--- src/rtl/slave_frame_pkg.sv ---
// Shared constants, state encoding and request payload for the slave-side
// host frame path (A5 / module / cmd / data / chk / 5A). The config frame
// parser imports the same constants.
package slave_frame_pkg;

    localparam int unsigned BYTE_W = 8;
    localparam int unsigned REQ_W  = 3 * BYTE_W;

    // Frame delimiters
    localparam logic [BYTE_W-1:0] START_BYTE = 8'hA5;
    localparam logic [BYTE_W-1:0] END_BYTE   = 8'h5A;

    // Module identifiers
    localparam logic [BYTE_W-1:0] MODULE_SPI = 8'h01;
    localparam logic [BYTE_W-1:0] MODULE_I2C = 8'h02;

    // Command codes, shared numbering for the SPI and I2C modules
    localparam logic [BYTE_W-1:0] CMD_01 = 8'h01;
    localparam logic [BYTE_W-1:0] CMD_02 = 8'h02;
    localparam logic [BYTE_W-1:0] CMD_03 = 8'h03;
    localparam logic [BYTE_W-1:0] CMD_04 = 8'h04;
    localparam logic [BYTE_W-1:0] CMD_05 = 8'h05;
    localparam logic [BYTE_W-1:0] CMD_06 = 8'h06;

    // Transmit FSM; each S_x state drives the matching frame byte
    typedef enum logic [2:0] {
        IDLE    = 3'd0,
        S_START = 3'd1,
        S_MOD   = 3'd2,
        S_CMD   = 3'd3,
        S_DATA  = 3'd4,
        S_CHK   = 3'd5,
        S_END   = 3'd6
    } tx_state_e;

    // One response request; field order matches wire byte order
    typedef struct packed {
        logic [BYTE_W-1:0] mod;
        logic [BYTE_W-1:0] cmd;
        logic [BYTE_W-1:0] data;
    } frame_req_t;

    // Frame checksum: XOR of the three payload bytes
    function automatic logic [BYTE_W-1:0] frame_chk(input frame_req_t req);
        return req.mod ^ req.cmd ^ req.data;
    endfunction

endpackage

--- src/rtl/slave_frame_req_fifo.sv ---
// Synchronous request FIFO. Full/empty come from read/write pointers that
// carry one extra wrap bit. pop_data shows the head entry whenever non-empty.
// Ports:
//   clk, rst_n          clock, async active-low reset (empties the FIFO)
//   push, push_data     write request (ignored when full)
//   pop, pop_data       read request (ignored when empty), head entry
//   full, empty         occupancy flags
module slave_frame_req_fifo #(
    parameter int unsigned WIDTH = 24,
    parameter int unsigned DEPTH = 4
) (
    input  logic             clk,
    input  logic             rst_n,
    input  logic             push,
    input  logic [WIDTH-1:0] push_data,
    input  logic             pop,
    output logic [WIDTH-1:0] pop_data,
    output logic             full,
    output logic             empty
);

    localparam int unsigned AW = (DEPTH > 1) ? $clog2(DEPTH) : 1;

    logic [AW:0]      wr_ptr;
    logic [AW:0]      rd_ptr;
    logic [WIDTH-1:0] mem [DEPTH];
    logic             do_push;
    logic             do_pop;

    // Same index, different wrap bit means the writer lapped the reader
    assign full    = (wr_ptr[AW] != rd_ptr[AW]) && (wr_ptr[AW-1:0] == rd_ptr[AW-1:0]);
    assign empty   = (wr_ptr == rd_ptr);
    assign do_push = push & ~full;
    assign do_pop  = pop & ~empty;

    // Pointer update
    always_ff @(posedge clk or negedge rst_n) begin
        if (!rst_n) begin
            wr_ptr <= '0;
            rd_ptr <= '0;
        end else begin
            if (do_push) begin
                wr_ptr <= wr_ptr + (AW+1)'(1);
            end
            if (do_pop) begin
                rd_ptr <= rd_ptr + (AW+1)'(1);
            end
        end
    end

    // Storage, no reset needed since reads are gated by empty
    always_ff @(posedge clk) begin
        if (do_push) begin
            mem[wr_ptr[AW-1:0]] <= push_data;
        end
    end

    assign pop_data = mem[rd_ptr[AW-1:0]];

endmodule

--- src/rtl/slave_frame_tx.sv ---
// Host-bound frame transmitter. Serializes (module, cmd, data) response
// requests as A5 / module / cmd / data / chk / 5A toward the CDC TX FIFO
// with valid/ready flow control on both sides.
// Build option: define SLAVE_FRAME_TX_FIFO_EN to queue requests in a
// FIFO_DEPTH-entry FIFO (gap-free back-to-back frames); otherwise a single
// frame register set is loaded straight from req_* while idle.
// Ports:
//   clk, rst_n                       clock, async active-low reset
//   req_valid, req_ready             request handshake
//   req_module, req_cmd, req_data    request payload
//   tx_data, tx_valid, tx_ready      outbound byte stream
//   busy                             FSM not in IDLE
//   frame_done                       one-cycle pulse after the END byte transfers
module slave_frame_tx #(
    parameter int unsigned FIFO_DEPTH = 4
) (
    input  logic       clk,
    input  logic       rst_n,
    input  logic       req_valid,
    output logic       req_ready,
    input  logic [7:0] req_module,
    input  logic [7:0] req_cmd,
    input  logic [7:0] req_data,
    output logic [7:0] tx_data,
    output logic       tx_valid,
    input  logic       tx_ready,
    output logic       busy,
    output logic       frame_done
);

    import slave_frame_pkg::*;

    tx_state_e         state_q;
    tx_state_e         state_d;
    frame_req_t        frame_q;
    logic [BYTE_W-1:0] chk_q;
    logic [BYTE_W-1:0] tx_data_q;
    logic [BYTE_W-1:0] tx_data_d;
    logic              active_q;
    logic              frame_done_q;
    logic              frame_done_d;
    logic              take_c;
    logic              tx_hs_c;
    logic              src_avail_c;
    frame_req_t        src_req_c;
    frame_req_t        req_in_c;

    assign req_in_c = {req_module, req_cmd, req_data};
    assign tx_hs_c  = active_q & tx_ready;

`ifdef SLAVE_FRAME_TX_FIFO_EN
    // Requests queue here; the FSM pops the head when it starts a frame
    logic       fifo_full;
    logic       fifo_empty;
    frame_req_t fifo_head;

    slave_frame_req_fifo #(
        .WIDTH (REQ_W),
        .DEPTH (FIFO_DEPTH)
    ) u_req_fifo (
        .clk       (clk),
        .rst_n     (rst_n),
        .push      (req_valid),
        .push_data (req_in_c),
        .pop       (take_c),
        .pop_data  (fifo_head),
        .full      (fifo_full),
        .empty     (fifo_empty)
    );

    assign req_ready   = ~fifo_full;
    assign src_avail_c = ~fifo_empty;
    assign src_req_c   = fifo_head;
`else
    // Direct load: ready only while idle, so the frame registers are never
    // overwritten mid-frame
    logic req_ready_q;
    logic unused_fifo_depth;

    always_ff @(posedge clk or negedge rst_n) begin
        if (!rst_n) begin
            req_ready_q <= 1'b1;
        end else begin
            req_ready_q <= (state_d == IDLE);
        end
    end

    assign req_ready         = req_ready_q;
    assign src_avail_c       = req_valid & req_ready_q;
    assign src_req_c         = req_in_c;
    // Depth only matters when the request FIFO is built
    assign unused_fifo_depth = ^FIFO_DEPTH;
`endif

    // Next state, frame load strobe and next output byte
    always_comb begin
        state_d      = state_q;
        take_c       = 1'b0;
        frame_done_d = 1'b0;
        tx_data_d    = '0;

        case (state_q)
            IDLE: begin
                if (src_avail_c) begin
                    take_c  = 1'b1;
                    state_d = S_START;
                end
            end
            S_START: if (tx_hs_c) state_d = S_MOD;
            S_MOD:   if (tx_hs_c) state_d = S_CMD;
            S_CMD:   if (tx_hs_c) state_d = S_DATA;
            S_DATA:  if (tx_hs_c) state_d = S_CHK;
            S_CHK:   if (tx_hs_c) state_d = S_END;
            S_END: begin
                if (tx_hs_c) begin
                    frame_done_d = 1'b1;
                    // Chain straight into the next frame when one is waiting
                    if (src_avail_c) begin
                        take_c  = 1'b1;
                        state_d = S_START;
                    end else begin
                        state_d = IDLE;
                    end
                end
            end
            default: state_d = IDLE;
        endcase

        // Frame registers are already valid for every state past S_START
        case (state_d)
            S_START: tx_data_d = START_BYTE;
            S_MOD:   tx_data_d = frame_q.mod;
            S_CMD:   tx_data_d = frame_q.cmd;
            S_DATA:  tx_data_d = frame_q.data;
            S_CHK:   tx_data_d = chk_q;
            S_END:   tx_data_d = END_BYTE;
            default: tx_data_d = '0;
        endcase
    end

    // State, registered outputs and frame capture
    always_ff @(posedge clk or negedge rst_n) begin
        if (!rst_n) begin
            state_q      <= IDLE;
            active_q     <= 1'b0;
            tx_data_q    <= '0;
            frame_done_q <= 1'b0;
            frame_q      <= '0;
            chk_q        <= '0;
        end else begin
            state_q      <= state_d;
            active_q     <= (state_d != IDLE);
            tx_data_q    <= tx_data_d;
            frame_done_q <= frame_done_d;
            if (take_c) begin
                frame_q <= src_req_c;
                chk_q   <= frame_chk(src_req_c);
            end
        end
    end

    // tx_valid and busy both mean "not IDLE"
    assign tx_valid   = active_q;
    assign busy       = active_q;
    assign tx_data    = tx_data_q;
    assign frame_done = frame_done_q;

endmodule
--- config.mk ---
export PLATFORM = sky130hd
export DESIGN_NAME = slave_frame_tx
export DESIGN_NICKNAME = d
export VERILOG_FILES = /design/src/rtl/slave_frame_pkg.sv /design/src/rtl/slave_frame_req_fifo.sv /design/src/rtl/slave_frame_tx.sv
export SDC_FILE = /design/constraint.sdc
export NUM_CORES = 1
export LEC_CHECK = 0
export BUFFER_PORTS_ARGS = -buffer_cell sky130_fd_sc_hd__buf_4
export CAP_MARGIN = 20
export CORE_AREA = 2 2 72 74
export DETAILED_ROUTE_END_ITERATION = 16
export DIE_AREA = 0 0 74 76
export PLACE_DENSITY = 0.87
export REMOVE_ABC_BUFFERS = 1
export SLEW_MARGIN = 10
export SYNTH_ARGS = -nofsm -noshare
export SYNTH_HDL_FRONTEND = slang
export SYNTH_SLANG_ARGS = --single-unit
--- constraint.sdc ---
create_clock -name clk -period 1.9 [get_ports clk]
set_input_delay 0.095 -clock clk [delete_from_list [all_inputs] [get_ports clk]]
set_output_delay 0.095 -clock clk [all_outputs]
set_load 0.05 [all_outputs]
==> flow_metrics.env, run 1 <==
export IMPL_ys_async_sr_fraction_pct=100.0
export IMPL_via_count=2391
export IMPL_ys_warn_count=0
export IMPL_ir_worst_vdd_uv=606.5
export IMPL_drive_gt1_share_pct=19.49
export IMPL_critical_path_class="flip-flop to flip-flop"
export IMPL_yosys_area_top_type="dfrtp_1"
export IMPL_wl_per_cell_um=14.49
export IMPL_cp_startpoint="state_q[1]$_DFF_PN0_"
export IMPL_fillers=386
export IMPL_max_slew_margin_pct=60.80
export IMPL_antenna_left=0
export IMPL_ff2ff_setup_slack_ns=0.09
export IMPL_clockRootBuffer="clkbuf_8"
export IMPL_io_buffers=39
export IMPL_rsz0062_at_grt="no"
export IMPL_grt_overflow=0
export IMPL_numCtsBuffers=5
export IMPL_gp_routability_congestion=0.8941
export IMPL_post_synth_top_count_cell="nand2_1"
export IMPL_min_period_ns=1.813
export IMPL_setup_viol=0
export IMPL_fin_ws_ns=0.08654
export IMPL_htreeDepth=2
export IMPL_crit_path_start_kind="flip-flop"
export IMPL_yosys_most_used_dff="dfrtp_1"
export IMPL_timing_hold_ws_ns=0.004889
export IMPL_cts_tree="done"
export IMPL_core_area_sq_um=4912
export IMPL_r2r_start="state_q[1]$_DFF_PN0_"
export IMPL_synth_top_area_share_pct=43.10
export IMPL_hp_class="input pin to flip-flop"
export IMPL_fp_dieW_um=74
export IMPL_place_ws_ns=0.1448
export IMPL_synthCells=299
export IMPL_crit_path_max_fanout=11
export IMPL_min_from="req_cmd[2]"
export IMPL_grt_pass1_wl_um=10540
export IMPL_finalCritPeriodShare_pct=95.45
export IMPL_seq_area_frac_synth_pct=44.11
export IMPL_grt_pass1_vias=2294
export IMPL_viasPerCell=5.639
export IMPL_fmax_mhz=551.4
export IMPL_critPathRequiredTime_ns=2.05
export IMPL_worstSkewPairLatency_ns=0.30
export IMPL_wirelength_um=6143
export IMPL_io_pins=40
export IMPL_syn_avg_cell_area_sq_um=8.737
export IMPL_slew_viol_final=0
export IMPL_worst_slew_pin_slew_ns=0.5881
export IMPL_areaGrowthSynthToFinish_pct=23.61
export IMPL_antenna_found_initial=0
export IMPL_yosys_top_cells_area="dfrtp_1 (43%), nand2_1 (11%), nand3_1 (3.8%)"
export IMPL_leakage_nw=1.474
export IMPL_setup_worst_path_end_class="flip-flop"
export IMPL_cp_arrival_ns=1.97
export IMPL_synth_edf_count=0
export IMPL_n_antenna_cell=0
export IMPL_finalHoldViolations=0
export IMPL_min_path_cells=3
export IMPL_start_util_pct=53.18
export IMPL_power_density_nw_per_um2=1533
export IMPL_status="finished clean"
export IMPL_layout_nets=381
export IMPL_clock_sinks=46
export IMPL_drt_iter0_markers=331
export IMPL_yosys_top_cells_count="nand2_1 (79), dfrtp_1 (45), nand3_1 (20)"
export IMPL_cts_setup_buffers=0
export IMPL_reg2reg_depth=5
export IMPL_core_rowCount=26
export IMPL_grt_usage_pct=24.01
export IMPL_die_area_sq_um=5624
export IMPL_dpl_hpwl_um=4143
export IMPL_ys_ff_latch=46
export IMPL_clk_pin_slew_ns=0.08
export IMPL_drc=0
export IMPL_dieHeight_um=76
export IMPL_synth_area_sq_um=2613
export IMPL_synth_distinct_cells=48
export IMPL_drt_pass1_iterations=6
export IMPL_finClkSkew_ns=0.006238
export IMPL_grt_max_degree=47
export IMPL_clk_path_buf_depth=2
export IMPL_drv_cap=0
## cells by family (layout without fill, tap and decap cells)
logic type / after synthesis / after routing / share of synthesized area [%]
AND/OR/NAND/NOR: 135 / 135 / 23.71
AO/OA/AOI/OAI: 69 / 69 / 17.63
flip-flops: 46 / 46 / 44.11
buffers and inverters: 27 / 82 / 6.800
XOR/XNOR: 16 / 16 / 5.364
multiplexers: 5 / 5 / 2.011
adder cells (fa/ha/maj): 1 / 1 / 0.3832
## final cells by class
cell class,count,area [sq um],area share [%]
Clock buffer,8,110.1,3.410
Timing Repair Buffer,70,580.6,17.98
Multi-Input combinational cell,226,1282,39.71
Sequential cell,46,1154,35.72
Tap cell,70,87.58,2.712
Inverter,4,15.01,0.4649
## repair_timing
item / in CTS / in global routing
resized for setup: 0 / 1
hold buffers: 17 / 0
setup endpoints to repair: 0 / 1
endpoints found under the hold margin: 61 / 0
## per-layer routing
metal,up-vias,GRT usage [%],routed length [um]
li1,1128,-,-
met1,1126,32.76,2587
met2,117,36.34,2964
met3,20,5.291,417
met4,0,10.55,174
met5,-,0,0
## path summary, 6_finish.rpt
check | to
worst max-delay path | tx_data[7]$_DFF_PN0_
worst min-delay path | frame_q[10]$_DFFE_PN0P_
worst max register to register | tx_data[7]$_DFF_PN0_
worst min register to register | chk_q[7]$_DFFE_PN0P_
max in group asynchronous | state_q[0]$_DFF_PN0_
min in group asynchronous | frame_q[10]$_DFFE_PN0P_
## state kept, by name, summed over array words and instances, names as in the netlist
register,flops
tx_data,8
frame_done,1
busy,1
frame_q,24
state_q,3
chk_q,8
req_ready,1
## power by group
group | total (mW) | switching, mW | leakage, nW | internal (mW)
clock network | 0.691 | 0.324 | 0.0575 | 0.367
logic | 2.44 | 1.48 | 0.842 | 0.961
registers | 1.82 | 0.400 | 0.575 | 1.42
## per-stage QoR
stage	utilization, %	std cells	cell area (sq um)	power [mW]	setup TNS, ns
6_report	65.74	424	3229	4.952	0
5_1_grt	65.74	424	3229	5.290	0
4_1_cts	65.72	424	3228	4.925	0
3_5_place_dp	60.01	399	2948	4.197	0
3_3_place_gp	60.01	399	2948	4.082	0
2_1_floorplan	-	276	2450	3.356	-17.96
## cell usage in the layout, fill, tap and decap left out, drive strengths merged, types with 2 or more instances in the layout
master	netlist	layout
nand2	79	79
buf	22	53
dfrtp	45	45
o21ai	25	25
nand3	20	20
dlygate4sd3	0	17
a21oi	13	13
nor2	12	12
xnor2	9	9
o211ai	8	8
clkbuf	1	8
xor2	7	7
nand3b	6	6
inv	4	4
a31o	4	4
and2	4	4
mux2i	3	3
o221ai	3	3
nor2b	3	3
nand2b	3	3
a221o	2	2
o22ai	2	2
nor3	2	2
mux2	2	2
or3	2	2
o311ai	2	2
a211oi	2	2
## critical path, stage by stage (launching register included)
cell	delay, ns
dfrtp_1	0.54
buf_4	0.24
nand2b_1	0.19
a21oi_1	0.08
o311ai_0	0.40
o221ai_1	0.21
Power figures use the tool's default switching activity.
==> run 2: changes to the inputs <==
Settings changed: CORE_AREA 2 2 72 74 to 2 2 71 73, DIE_AREA 0 0 74 76 to 0 0 73 75, PLACE_DENSITY 0.87 to 0.89.
==> run 2 against run 1 <==
The flow now finishes with violations (hold timing); count of clock-buffer cells in the layout fell by 1; via count fell by 4.9%; maximum frequency rose by 3.9%; global-route usage fell by 1.0 points; critical path type unchanged; largest cell class unchanged.
==> flow_metrics.env, run 2 (synthesis gave the netlist of run 1 again) <==
export IMPL_post_cts_resized=0
export IMPL_mostFrequentLayoutCells="nand2_1 (79), dfrtp_1 (45), buf_4 (45), nand3_1 (20), o21ai_1 (13)"
export IMPL_viasPerCell=5.740
export IMPL_finalHoldViolations=3
export IMPL_setup_viol=0
export IMPL_antenna_found_initial=0
export IMPL_drv_cap=0
export IMPL_drt_pass1_iterations=5
export IMPL_grt_usage_pct=23.01
export IMPL_critical_path_class="flip-flop to flip-flop"
export IMPL_max_slew_margin_pct=61.94
export IMPL_largest_reg_flops=24
export IMPL_slew_viol_final=0
export IMPL_rsz0062_at_grt="no"
export IMPL_wl_per_cell_um=14.50
export IMPL_n_antenna_cell=0
export IMPL_cts_setup_buffers=0
export IMPL_finalCritPeriodShare_pct=91.87
export IMPL_status="finished with violations"
export IMPL_htreeDepth=2
export IMPL_wirelength_um=5742
export IMPL_final_common_cell="nand2_1"
export IMPL_io_buffers=39
export IMPL_p_total_mw=4.777
export IMPL_clockRootBuffer="clkbuf_8"
export IMPL_core_rowCount=25
export IMPL_crit_path_max_fanout=17
export IMPL_die_area_sq_um=5475
export IMPL_drt_iter0_markers=208
export IMPL_grt_overflow=0
export IMPL_areaGrowthSynthToFinish_pct=18.73
export IMPL_cp_arrival_ns=1.89
export IMPL_place_ws_ns=0.2140
export IMPL_cp_startpoint="state_q[1]$_DFF_PN0_"
export IMPL_r2r_start="state_q[1]$_DFF_PN0_"
export IMPL_grt_pass1_vias=2039
export IMPL_rr_endpoint="tx_data[2]$_DFF_PN0_"
export IMPL_grt_pass1_wl_um=9653
export IMPL_worstSkewPairLatency_ns=0.30
export IMPL_fp_dieW_um=73
export IMPL_violations="hold timing"
export IMPL_setup_worst_path_end_class="flip-flop"
export IMPL_clk_pin_slew_ns=0.08
export IMPL_core_area_sq_um=4661
export IMPL_via_count=2273
export IMPL_layout_nets=370
export IMPL_dieHeight_um=75
export IMPL_antenna_left=0
export IMPL_fin_ws_ns=0.1545
export IMPL_hp_class="input pin to flip-flop"
export IMPL_clock_sinks=46
export IMPL_dpl_hpwl_um=3872
export IMPL_fmax_mhz=572.9
export IMPL_timing_hold_ws_ns=-0.004957
export IMPL_grt_max_degree=47
export IMPL_critPathRequiredTime_ns=2.05
export IMPL_regArea_sq_um=1152
export IMPL_ff2ff_setup_slack_ns=0.15
export IMPL_cts_tree="done"
export IMPL_drc=0
export IMPL_worst_slew_pin_slew_ns=0.5709
export IMPL_final_cells=396
export IMPL_ir_worst_vdd_uv=582.2
export IMPL_cts_hold_buf=10
export IMPL_final_cell_area_sq_um=3102
export IMPL_finClkSkew_ns=0.004036
export IMPL_dp_cells=378
export IMPL_placed_area_sq_um=2915
export IMPL_leakage_nw=1.414
export IMPL_multi_input_area_sq_um=1282
export IMPL_drive_gt1_share_pct=17.54
export IMPL_gp_routability_congestion=0.9060
export IMPL_crit_path_start_kind="flip-flop"
export IMPL_largest_register="frame_q"
export IMPL_numCtsBuffers=5
export IMPL_fillers=383
export IMPL_critical_path_endpoint="tx_data[2]$_DFF_PN0_"
export IMPL_clk_path_buf_depth=2
export IMPL_start_util_pct=56.05
export IMPL_power_density_nw_per_um2=1540
export IMPL_min_period_ns=1.745
export IMPL_reg2reg_depth=5
export IMPL_io_pins=40
-- run 2: changes by cell type in the layout (fill, tap and decap cells not counted), sizes merged --
| cell | change |
|---|---|
| buf | -5 |
| dlygate4sd3 | -6 |
| clkbuf | -1 |
-- run 2: power breakdown --
group / total [mW] / switching [mW] / internal, mW / leakage (nW)
Sequential: 1.79 / 0.366 / 1.42 / 0.576
Clock: 0.562 / 0.308 / 0.253 / 0.0383
Combinational: 2.43 / 1.47 / 0.962 / 0.799
-- run 2: metal layers --
layer	global-route usage (%)	share of wire, %	up-vias
met4	7.819	1.5	0
met5	0	0	-
li1	-	-	1108
met3	4.418	5.1	8
met2	36.94	48	80
met1	31.54	45	1077
-- run 2: how the worst min path moves through the flow --
stage          slack, ns  cells past startpoint                 endpoint         from
6_report          -0.005                      3  frame_q[10]$_DFFE_PN0P_   req_cmd[2]
5_1_grt            0.007                      3  frame_q[12]$_DFFE_PN0P_   req_cmd[4]
4_1_cts          0.00006                      3   frame_q[5]$_DFFE_PN0P_  req_data[5]
3_5_place_dp        0.13                      1   frame_q[9]$_DFFE_PN0P_        rst_n
3_3_place_gp        0.12                      1   frame_q[9]$_DFFE_PN0P_        rst_n
2_1_floorplan      -0.20                      0           busy$_DFF_PN0_        rst_n
-- run 2: worst max-delay path, stage by stage, from the launching register on --
cell and delay, ns:
dfrtp_1 0.55, buf_12 0.19, nand2b_1 0.20, a21oi_1 0.09, o311ai_0 0.33, o221ai_1 0.22
-- run 2: final cells by class --
cell class	count	area share, %
flip-flops and latches	46	37.15
clock buffers	7	2.461
well taps	54	2.178
repair buffers	59	16.38
inverters	4	0.4841
multi-input cells	226	41.35
-- run 2: per-stage QoR --
stage / TNS [ns] / hold WS, ns / utilization (%)
finish: 0 / -0.004957 / 66.55
CTS: 0 / 0.00005654 / 66.34
global placement: 0 / 0.1225 / 62.55
floorplan: -17.96 / -0.2006 / -
global route: 0 / 0.007232 / 66.55
detailed placement: 0 / 0.1268 / 62.55
==> run 3: changes to the inputs <==
Settings changed: ABC_AREA from default to 1, CORE_AREA 2 2 71 73 to 2 2 67 69, DIE_AREA 0 0 73 75 to 0 0 69 71, PLACE_DENSITY 0.89 to 0.88, RECOVER_POWER from default to 100.
==> run 3 against run 2 <==
The run now ends clean; setup slack got worse by 0.014 ns; cell count decreased by 16%; clock skew increased by 0.0023 ns; power decreased by 8.2%; critical endpoint is now frame_q[2]$_DFFE_PN0P_; largest power group unchanged; cell area decreased by 16%.
==> flow_metrics.env, run 3 <==
export IMPL_fillers=381
export IMPL_drive_gt1_share_pct=22.50
export IMPL_seq_area_frac_synth_pct=51.60
export IMPL_htreeDepth=2
export IMPL_fp_dieW_um=69
export IMPL_ys_ff_latch=46
export IMPL_cts_tree="done"
export IMPL_ys_warn_count=0
export IMPL_finalHoldViolations=0
export IMPL_switchingPower_mw=1.977
export IMPL_critical_path_class="flip-flop to flip-flop"
export IMPL_grt_max_degree=51
export IMPL_numCtsBuffers=5
export IMPL_io_buffers=39
export IMPL_core_rowCount=24
export IMPL_via_count=1704
export IMPL_leakage_nw=1.245
export IMPL_antenna_found_initial=0
export IMPL_final_common_cell="dfrtp_1"
export IMPL_clock_sinks=46
export IMPL_yosys_top_cells_area="dfrtp_1 (50%), nand2_1 (6.4%), nor2_1 (5.5%)"
export IMPL_crit_path_start_kind="flip-flop"
export IMPL_worst_slew_pin_slew_ns=1.096
export IMPL_swShare_pct=45.10
export IMPL_areaGrowthSynthToFinish_pct=17.03
export IMPL_die_area_sq_um=4899
export IMPL_largest_register="frame_q"
export IMPL_cp_arrival_ns=1.94
export IMPL_io_pins=40
export IMPL_clockPowerShare_pct=13.8
export IMPL_ff2ff_setup_slack_ns=0.14
export IMPL_drv_cap=0
export IMPL_comb_power_share_pct=47.1
export IMPL_yosys_top_cells_count="dfrtp_1 (45), nand2_1 (38), nor2_1 (33)"
export IMPL_post_synth_top_count_cell="dfrtp_1"
export IMPL_start_util_pct=53.12
export IMPL_drt_iter0_markers=155
export IMPL_finalCritPeriodShare_pct=92.61
export IMPL_yosys_area_top_type="dfrtp_1"
export IMPL_drt_pass1_iterations=4
export IMPL_dpl_hpwl_um=3107
export IMPL_setup_viol=0
export IMPL_p_int_mw=2.407
export IMPL_clk_pin_slew_ns=0.08
export IMPL_crit_path_max_fanout=50
export IMPL_grt_pass1_vias=1670
export IMPL_synth_mux_area_share_pct=7.059
export IMPL_critPathRequiredTime_ns=2.08
export IMPL_synth_adder_area_share_pct=0
export IMPL_synth_top_family_by_area="simple AND/OR/NAND/NOR gates"
export IMPL_power_density_nw_per_um2=1677
export IMPL_synth_edf_count=0
export IMPL_grt_overflow=0
export IMPL_drc=0
export IMPL_worstSkewPairLatency_ns=0.30
export IMPL_dieHeight_um=71
export IMPL_fmax_mhz=568.3
export IMPL_ir_worst_vdd_uv=716.9
export IMPL_viasPerCell=5.133
export IMPL_max_slew_margin_pct=26.91
export IMPL_synth_xor_area_share_pct=6.275
export IMPL_hp_class="input pin to flip-flop"
export IMPL_reg2reg_depth=6
export IMPL_gp_routability_congestion=0.7646
export IMPL_power_frac_seq_pct=39.1
export IMPL_synth_area_sq_um=2233
export IMPL_status="finished clean"
export IMPL_wirelength_um=4335
export IMPL_cts_setup_buffers=0
export IMPL_setup_worst_path_end_class="flip-flop"
export IMPL_core_area_sq_um=4204
export IMPL_yosys_most_used_dff="dfrtp_1"
export IMPL_rsz0062_at_grt="no"
export IMPL_clockRootBuffer="clkbuf_8"
export IMPL_grt_usage_pct=19.25
export IMPL_min_path_cells=3
export IMPL_synthCells=238
export IMPL_synth_top_area_share_pct=50.42
export IMPL_tns_ns=0
export IMPL_multi_input_area_sq_um=939.7
export IMPL_antenna_left=0
export IMPL_largest_reg_flops=24
export IMPL_min_period_ns=1.760
export IMPL_synth_simple_area_share_pct=22.75
export IMPL_n_antenna_cell=0
export IMPL_grt_pass1_wl_um=7417
export IMPL_synth_distinct_cells=27
export IMPL_ys_async_sr_fraction_pct=100.0
export IMPL_clk_path_buf_depth=2
export IMPL_finish_utilization_pct=62.17
export IMPL_wl_per_cell_um=13.06
export IMPL_slew_viol_final=0
export IMPL_syn_avg_cell_area_sq_um=9.384
export IMPL_layout_nets=307
export IMPL_finClkSkew_ns=0.006287
export IMPL_synth_compound_area_share_pct=6.387
export IMPL_mostFrequentLayoutCells="dfrtp_1 (45), nand2_1 (38), nor2_1 (33), buf_4 (26), inv_1 (19)"
export IMPL_p_total_mw=4.384
export IMPL_regArea_sq_um=1152
==> run 3: what timing repair did <==
action	CTS	global route
hold endpoints to repair	45	0
resized for setup	0	0
hold buffers	1	0
==> run 3: critical path, stage by stage (launching register included) <==
cell and delay (ns):
dfrtp_1 0.49, inv_1 0.16, nor2_1 0.17, nand2_1 0.10, nand2_1 0.12, buf_12 0.23
mux2_2 0.36
==> run 3: kinds of logic (layout without fill, tap and decap cells) <==
logic type	Yosys count	count (layout)
buffers and inverters	31	73
AO/OA/AOI/OAI	26	26
AND/OR/NAND/NOR	105	105
XOR/XNOR	16	16
multiplexers	14	14
flip-flops	46	46
==> run 3: power groups by stage <==
stage | Clock [mW] | Sequential, mW | Combinational (mW)
2_1_floorplan | 0 | 2.02 | 1.28
3_3_place_gp | 0 | 1.71 | 2.10
3_5_place_dp | 0 | 1.74 | 2.18
4_1_cts | 0.616 | 1.72 | 2.20
5_1_grt | 0.663 | 1.77 | 2.30
6_report | 0.607 | 1.71 | 2.06
==> run 3: path summary, 6_finish.rpt <==
path,startpoint,endpoint
worst max-delay path,state_q[2]$_DFF_PN0_,frame_q[2]$_DFFE_PN0P_
worst min-delay path,req_module[3],frame_q[19]$_DFFE_PN0P_
worst max register to register,state_q[2]$_DFF_PN0_,frame_q[2]$_DFFE_PN0P_
worst min register to register,frame_q[18]$_DFFE_PN0P_,frame_q[18]$_DFFE_PN0P_
max in group asynchronous,rst_n,frame_q[0]$_DFFE_PN0P_
min in group asynchronous,rst_n,busy$_DFF_PN0_
==> run 3: metrics by stage <==
stage          area, sq um  setup WS [ns]  hold WS [ns]  instances
2_1_floorplan         2191        -0.8472       -0.2006        231
3_3_place_gp          2569         0.2730        0.1254        323
3_5_place_dp          2569         0.1948        0.1305        323
4_1_cts               2670         0.1799       0.01421        332
5_1_grt               2614       0.003572       0.01878        332
6_report              2614         0.1404       0.01845        332
==> run 3: cell type report <==
class / instances / share of cell area [%]
sequential: 46 / 44.09
tap: 52 / 2.489
timing repair buffer: 41 / 10.53
clock buffer: 7 / 3.303
inverter: 24 / 3.447
multi-input combinational: 161 / 35.95
clock inverter: 1 / 0.1915
==> run 3: layer usage <==
metal  GRT usage, %  vias up  share of wire [%]
li1               -      853                  -
met3          4.986        6                5.5
met1          23.64      805                 42
met2          33.87       40                 51
met4          5.229        0                1.1
met5              0        -                  0
